--- config.mk ---
export PLATFORM = sky130hd
export DESIGN_NAME = os_maxpool_reader
export DESIGN_NICKNAME = d
export VERILOG_FILES = /design/src/rtl/os_pkg.sv /design/src/rtl/os_lane_max.sv /design/src/rtl/os_maxpool_reader.sv
export SDC_FILE = /design/constraint.sdc
export NUM_CORES = 1
export LEC_CHECK = 0
export ABC_AREA = 1
export BUFFER_PORTS_ARGS = -buffer_cell sky130_fd_sc_hd__buf_2
export CORE_MARGIN = 2
export CORE_UTILIZATION = 60
export DETAILED_ROUTE_END_ITERATION = 8
export PLACE_DENSITY = 0.87
export SYNTH_ARGS = -nofsm -noshare
export SYNTH_HDL_FRONTEND = slang
export SYNTH_SLANG_ARGS = --single-unit
--- constraint.sdc ---
create_clock -name clk -period 3.9 [get_ports clk]
set_input_delay 0.39 -clock clk [delete_from_list [all_inputs] [get_ports clk]]
set_output_delay 0.39 -clock clk [all_outputs]
set_load 0.005 [all_outputs]
--- src/rtl/os_pkg.sv ---
// Shared defaults and state encoding for the output-stationary max-pool reader.
package os_pkg;

    localparam int COL     = 8;
    localparam int PSUM_BW = 16;
    localparam int WIN     = 4;
    localparam int LANE_W  = PSUM_BW;

    localparam logic [1:0] ST_IDLE  = 2'd0;
    localparam logic [1:0] ST_ACCUM = 2'd1;
    localparam logic [1:0] ST_HOLD  = 2'd2;

endpackage

--- src/rtl/os_lane_max.sv ---
// One lane of the pooling reduction: signed max of the running value and a new sample.
module os_lane_max #(
    parameter int W = os_pkg::LANE_W
) (
    input  logic [W-1:0] acc,
    input  logic [W-1:0] din,
    output logic [W-1:0] max
);

    // Ties keep the accumulated value.
    always_comb begin
        if ($signed(din) > $signed(acc)) begin
            max = din;
        end else begin
            max = acc;
        end
    end

endmodule

--- src/rtl/os_maxpool_reader.sv ---
// Pops ofifo rows, reduces each window of WIN rows by lane-wise signed max,
// and hands the pooled row downstream with a valid/ready handshake.
module os_maxpool_reader #(
    parameter int col     = os_pkg::COL,
    parameter int psum_bw = os_pkg::PSUM_BW,
    parameter int WIN     = os_pkg::WIN
) (
    input  logic                     clk,
    input  logic                     reset,
    input  logic                     max_pool_en,
    input  logic                     ofifo_valid,
    input  logic [col*psum_bw-1:0]   ofifo_out,
    output logic                     ofifo_rd,
    output logic [col*psum_bw-1:0]   pool_out,
    output logic                     pool_valid,
    input  logic                     pool_ready,
    output logic [$clog2(WIN):0]     win_cnt,
    output logic                     abort
);

    import os_pkg::*;

    localparam int CW    = $clog2(WIN) + 1;
    localparam int ROW_W = col * psum_bw;

    logic [1:0]       state_r;
    logic [CW-1:0]    win_cnt_r;
    logic [ROW_W-1:0] acc_r;
    logic [ROW_W-1:0] pool_out_r;
    logic             pool_valid_r;
    logic             abort_r;

    logic [ROW_W-1:0] max_row_s;
    logic [ROW_W-1:0] next_row_s;
    logic             pop_s;
    logic             last_s;

    for (genvar k = 0; k < col; k++) begin : g_lane
        os_lane_max #(.W(psum_bw)) u_lane_max (
            .acc (acc_r[k*psum_bw +: psum_bw]),
            .din (ofifo_out[k*psum_bw +: psum_bw]),
            .max (max_row_s[k*psum_bw +: psum_bw])
        );
    end

    // Pop decision and the row that the current pop would produce.
    always_comb begin
        pop_s  = (state_r == ST_ACCUM) && ofifo_valid && max_pool_en;
        last_s = (win_cnt_r == CW'(WIN - 1));
        if (win_cnt_r == {CW{1'b0}}) begin
            next_row_s = ofifo_out;
        end else begin
            next_row_s = max_row_s;
        end
    end

    // Window sequencing, accumulator and output registers.
    always_ff @(posedge clk or negedge reset) begin
        if (!reset) begin
            state_r      <= ST_IDLE;
            win_cnt_r    <= {CW{1'b0}};
            acc_r        <= {ROW_W{1'b0}};
            pool_out_r   <= {ROW_W{1'b0}};
            pool_valid_r <= 1'b0;
            abort_r      <= 1'b0;
        end else begin
            abort_r <= 1'b0;
            case (state_r)
                ST_IDLE: begin
                    if (max_pool_en) begin
                        state_r <= ST_ACCUM;
                    end else begin
                        state_r <= ST_IDLE;
                    end
                end
                ST_ACCUM: begin
                    if (!max_pool_en) begin
                        // Losing enable mid-window throws the partial result away.
                        state_r   <= ST_IDLE;
                        win_cnt_r <= {CW{1'b0}};
                        abort_r   <= (win_cnt_r != {CW{1'b0}});
                    end else if (pop_s) begin
                        if (last_s) begin
                            pool_out_r   <= next_row_s;
                            pool_valid_r <= 1'b1;
                            win_cnt_r    <= {CW{1'b0}};
                            state_r      <= ST_HOLD;
                        end else begin
                            acc_r     <= next_row_s;
                            win_cnt_r <= win_cnt_r + CW'(1);
                        end
                    end else begin
                        state_r <= ST_ACCUM;
                    end
                end
                ST_HOLD: begin
                    if (pool_valid_r && pool_ready) begin
                        pool_valid_r <= 1'b0;
                        state_r      <= max_pool_en ? ST_ACCUM : ST_IDLE;
                    end else begin
                        state_r <= ST_HOLD;
                    end
                end
                default: begin
                    state_r      <= ST_IDLE;
                    win_cnt_r    <= {CW{1'b0}};
                    pool_valid_r <= 1'b0;
                end
            endcase
        end
    end

    assign ofifo_rd   = pop_s;
    assign pool_out   = pool_out_r;
    assign pool_valid = pool_valid_r;
    assign win_cnt    = win_cnt_r;
    assign abort      = abort_r;

endmodule
---- Word level (Yosys, flattened, before mapping) ----
Index checks and enable logic that the tools add are counted.
Widths: inputs -> output; s select.
storage, ports and cells
  register bits after elaboration ......... 263
  bits in latches ......................... 0
  RAM bits ................................ 0
  ROM bits ................................ 0
  output and inout port bits .............. 134
  memories kept ........................... 0
cells by class
  $add $sub $neg .......................... 1
  multiply operators ...................... 0
  divide/modulo/power cells ............... 0
  order comparisons ....................... 8
  equal/unequal tests ..................... 9
  shift-type cells ........................ 0
  mux-type cells .......................... 26
  bitwise logic cells ..................... 3
  reduce and logical (&&, ||, !) cells .... 11
operator list
  cell                 number
  $gt 16x16->1         8
  $mux 128             1
  $mux 16              8
  $mux 3               3
  $mux 2               4
  $ne 2x2->1 const B   4
  $reduce_and 4->1     2
  $mux 1               7
  $pmux 2 s3           1
  $pmux 3 s2           1
  $reduce_and 5->1     1
  $ne 4x4->1 const B   1
  $add 3x1->3 const B  1
  $eq 3x2->1 const B   1
  $logic_and 1x1->1    3
  $logic_not 3->1      1
  $ne 3x3->1 const B   1
  $not 1->1            3
  $pmux 1 s3           1
  $reduce_bool 3->1    1
  $eq 2x1->1 const B   1
  $eq 2x2->1 const B   1
  $logic_not 2->1      1
  $reduce_and 2->1     1
  $reduce_or 2->1      1

---- Logic depth before layout (Yosys ltp) ----
  word-level depth ........................ 6
  depth in mapped cells ................... 19
  gate-level depth less buffers ........... 18

---- Modules after synthesis ----
From an unflattened synthesis, not the netlist that was laid out.
second synthesis, totals
  cell total of the unflattened synthesis .. 2,620
  area total of the unflattened synthesis .. 18,527.8 um2
by module, submodules not included
  module                                  times used  cells an instance  area each (um2)  sequential area each (um2)
  os_maxpool_reader                       1           1,584              12,152.9         6,581.3
  os_lane_max (g_lane[0].u_lane_max ...)  7           130                797.0            0.0
  os_lane_max (g_lane[2].u_lane_max)      1           126                795.8            0.0

---- Worst setup path after synthesis ----
No wires, ideal clock.
  kind .................................... input to register
  from .................................... in ofifo_out[111]
  to ...................................... reg acc_r[102]
  setup time .............................. 117 ps
  arrival time ............................ 1,765 ps
  slack ................................... 2,018 ps
  stages .................................. 12
  cell sequence ........................... ha_1 > a21oi_1 > o21ai_0 > a21oi_1 > nand2_1 > nand2_1 > nand2_1 > nand2_2 > buf_2 > nand3_1 > nand3_1 > nand2_1
on the way
  longest elaborated chain between the ends .. 3
ends and longest elaborated chain
  what                    line                     source
  start: declaration      os_maxpool_reader.sv:12  input logic [col*psum_bw-1:0] ofifo_out,
  $gt 16x16->1            os_lane_max.sv:12        if ($signed(din) > $signed(acc)) begin
  $mux 16                 os_lane_max.sv:12
  $mux 128                os_maxpool_reader.sv:50  if (win_cnt_r == {CW{1'b0}}) begin
  end signal: assignment  os_maxpool_reader.sv:62  acc_r <= {ROW_W{1'b0}};
  end signal: assignment  os_maxpool_reader.sv:89  acc_r <= next_row_s;
  end: declaration        os_maxpool_reader.sv:28  logic [ROW_W-1:0] acc_r;
Every way passes these cells.
A chain may end at the register's enable or synchronous reset.

---- Worst setup path in the final report ----
  from .................................... reg acc_r[111]
  to ...................................... reg pool_out_r[110] (netlist: pool_out[110])
on the way
  longest elaborated chain between the ends .. 3
ends and longest elaborated chain
  what                    line                     source
  $gt 16x16->1            os_lane_max.sv:12
  $mux 16                 os_lane_max.sv:12
  $mux 128                os_maxpool_reader.sv:50
  end signal: assignment  os_maxpool_reader.sv:63  pool_out_r <= {ROW_W{1'b0}};
  end signal: assignment  os_maxpool_reader.sv:84  pool_out_r <= next_row_s;
  end: declaration        os_maxpool_reader.sv:29  logic [ROW_W-1:0] pool_out_r;
Every way passes these cells.

==> results.ini <==
[clock_tree]
h-tree-depth = 1
clockBufferDepth = 3
cts_setup_buffers = 0
clkSinkCount = 263
cts_made_buffers = 30
tritoncts = done
cts_resized = 0
cts-root-buf = clkbuf_16
cts_hold_buffers = 1
insertion_delay_ns = 0.56
clk_pin_slew_worst_paths_ns = 0.06

[sta]
fin_tns_setup_ns = 0
final_max_slew_viol_count = 0
finalCritPeriodShare = 0.621
rsz0062_at_grt = false
max_freq_mhz = 413
finalHoldViolations = 0
fin_crit_ns = 2.42
maxSlewHeadroom = 0.380
setup_violations = 0
tightest_slew_ns = 0.930
worst_clock_skew_ns = 0.00967

[place]
io_buffer_count = 266
hpwl_mm = 27.9
routabilityCongestion = 0.895

[finish]
final_util = 0.708
fin_nets = 2631
syn_to_final_growth_pct = 15.4
num-fill-cells = 1986
drive_gt1_frac = 0.175

[global_routing]
grt_use_total = 0.296
grt_max_degree = 131
grt_pass1_wl_mm = 69.3
antenna_found_initial = 8
grt_pass1_vias = 14900
grt_remaining_overflow = 0

[worst_setup_path]
reg2reg_slack_ns = 1.48
critPathRequiredTime_ns = 4.33
crit_fanout = 17
crit_arrival_ns = 2.85
critPathKind = flop to flop
critPathCaptureType = flop
rr_worst_depth = 13
startpoint_type = flop

[synthesis]
synth-warning-count = 0
syn_inst = 2139
syn-num-nets = 2402
synthArstFlopShare = 1.00
synth_ff_type = dfrtp_1
synth-seq-cells = 263
synth-edff-count = 0
synth_area_um2 = 16100
seq_area_frac_synth = 0.409
ys_types = 36
syn_area_per_cell_um2 = 7.51

[power_and_ir_drop]
worst_ir_drop_vdd_uv = 932
leakage_uw = 0.0112
power-per-cell-area_nw_per_um2 = 778

[worst_hold_path]
hp-class = input pin to flop
holdPathStages = 3

[floorplanning]
die-area_um2 = 28100
num_rows = 59
io_pins = 267
die_h_um = 168
dieWidth_um = 168
core_region_area_um2 = 26200
start_util = 0.613

[outcome]
status = finished, final reports clean

[routing]
dr.pass1.iters = 6
routed_wl_mm = 41.8
vias = 15000
via_per_inst = 5.50
drt-initial-drc-count = 1092
ant_nets = 0
drc_errors = 0
wl_per_cell_um = 15.3

[run]
maxCapViolCount = 0

==> power breakdown <==
group | total (µW) | internal [µW] | leakage (µW) | switching (µW)
Sequential | 4690 | 3970 | 0.00346 | 720
Combinational | 6930 | 2420 | 0.00726 | 4510
Clock | 2810 | 1670 | 0.000486 | 1130
==> routing by layer <==
layer | vias to the layer above | routed length [µm] | share of wire | GRT usage
met5 | - | 34 | 0.00081 | 0
li1 | 7214 | - | - | -
met4 | 6 | 1490 | 0.036 | 0.110
met3 | 131 | 3550 | 0.085 | 0.0589
met2 | 605 | 19500 | 0.47 | 0.499
met1 | 7059 | 17300 | 0.41 | 0.381
==> sequential cells by signal, summed over array words and instances (netlist names) <==
signal / cells
state_r: 2
acc_r: 128
pool_valid: 1
pool_out: 128
win_cnt: 3
abort: 1
==> cell usage after synthesis (2+ instances only) <==
master      n  share of area
a21o_1      6         0.0028
a21oi_1    50          0.016
buf_1       3        0.00070
buf_12      3         0.0037
buf_2      41          0.013
buf_4       6         0.0028
buf_6       3         0.0021
clkbuf_1   28         0.0065
clkbuf_4    2        0.00093
clkinv_1    2        0.00047
dfrtp_1   263           0.41
ha_1      130           0.10
inv_1     308          0.072
inv_2       4        0.00093
nand2_1   732           0.17
nand2_2    28          0.011
nand2_4    40          0.028
nand3_1   405           0.13
nand3_2     2         0.0012
nand3_4     3         0.0033
nand4_1     6         0.0023
nor2_1     40         0.0093
nor3_1      5         0.0016
nor3_2      2         0.0012
nor4_4      2         0.0026
o21a_1      2        0.00093
o21ai_0     8         0.0025
o21ai_1     3        0.00093
o21bai_1    5         0.0023
==> placed cells by master, fill, tap and decap left out, types with 2 or more instances in the layout <==
| master | n |
|---|---|
| clkbuf_1 | 5 |
| inv_1 | 307 |
| clkinv_1 | 2 |
| clkbuf_16 | 31 |
| buf_4 | 13 |
| a21o_1 | 6 |
| inv_4 | 2 |
| o21ai_1 | 3 |
| nor3_1 | 5 |
| nor2_1 | 39 |
| nand3_4 | 3 |
| inv_2 | 3 |
| diode_2 | 6 |
| nor4_4 | 2 |
| nand2_2 | 28 |
| o21ai_0 | 8 |
| clkinv_2 | 5 |
| nand2_4 | 42 |
| clkbuf_8 | 9 |
| dfrtp_1 | 263 |
| o21a_1 | 2 |
| nor3_2 | 2 |
| o21bai_1 | 5 |
| nand3_2 | 2 |
| buf_2 | 265 |
| nand4_1 | 6 |
| nand2_1 | 730 |
| nand3_1 | 405 |
| buf_12 | 4 |
| a21oi_1 | 50 |
| ha_1 | 130 |
==> critical path: stages, from the launching register on <==
cell,delay [ns]
dfrtp_1,0.35
inv_1,0.07
ha_1,0.33
nand2_1,0.12
nor3_2,0.32
nand2_1,0.13
nand2_1,0.07
nand2_1,0.05
nand2_1,0.07
nand2_2,0.23
nand2_4,0.27
nand2_1,0.11
nand3_1,0.12
nand2_1,0.08
==> metrics by stage <==
| stage | hold WS (ns) | worst slack, ns | instances | total power, µW | area [µm²] |
|---|---|---|---|---|---|
| final | 0.136 | 1.48 | 2729 | 14400 | 18600 |
| after global routing | 0.144 | 1.23 | 2727 | 15600 | 18600 |
| after CTS | 0.119 | 1.55 | 2723 | 14400 | 18500 |
| after detailed placement | 0.460 | 1.45 | 2670 | 11500 | 17500 |
| after global placement | 0.457 | 1.54 | 2670 | 11200 | 17500 |
| after floorplan | 0.0944 | 2.02 | 2139 | 9590 | 16100 |
==> path summary, 6_finish.rpt <==
path	from	end
max	acc_r[111]$_DFFE_PN0P_	pool_out[110]$_DFFE_PN0P_
min	max_pool_en	win_cnt[2]$_DFFE_PN0P_
max reg2reg	acc_r[111]$_DFFE_PN0P_	pool_out[110]$_DFFE_PN0P_
min reg2reg	pool_out[116]$_DFFE_PN0P_	pool_out[116]$_DFFE_PN0P_
max in group asynchronous	reset	acc_r[20]$_DFFE_PN0P_
min in group asynchronous	reset	pool_out[60]$_DFFE_PN0P_
==> final cells by class <==
cell class                      count  area, µm²  share of cell area
Tap cell                          335        419              0.0226
Sequential cell                   263       6580               0.355
Antenna cell                        6       15.0            0.000809
Inverter                          314       1180              0.0638
Clock buffer                       45        918              0.0495
Clock inverter                      7       62.6             0.00337
Timing Repair Buffer              284       1530              0.0824
Multi-Input combinational cell   1475       7850               0.423
==> kinds of logic after synthesis <==
family | share of synthesized area
adder cells (fa/ha/maj) | 0.101
AO/OA/AOI/OAI | 0.0259
AND/OR/NAND/NOR | 0.360
flip-flops | 0.409
buffers and inverters | 0.104
No activity file was read; power rests on OpenSTA's default activity.
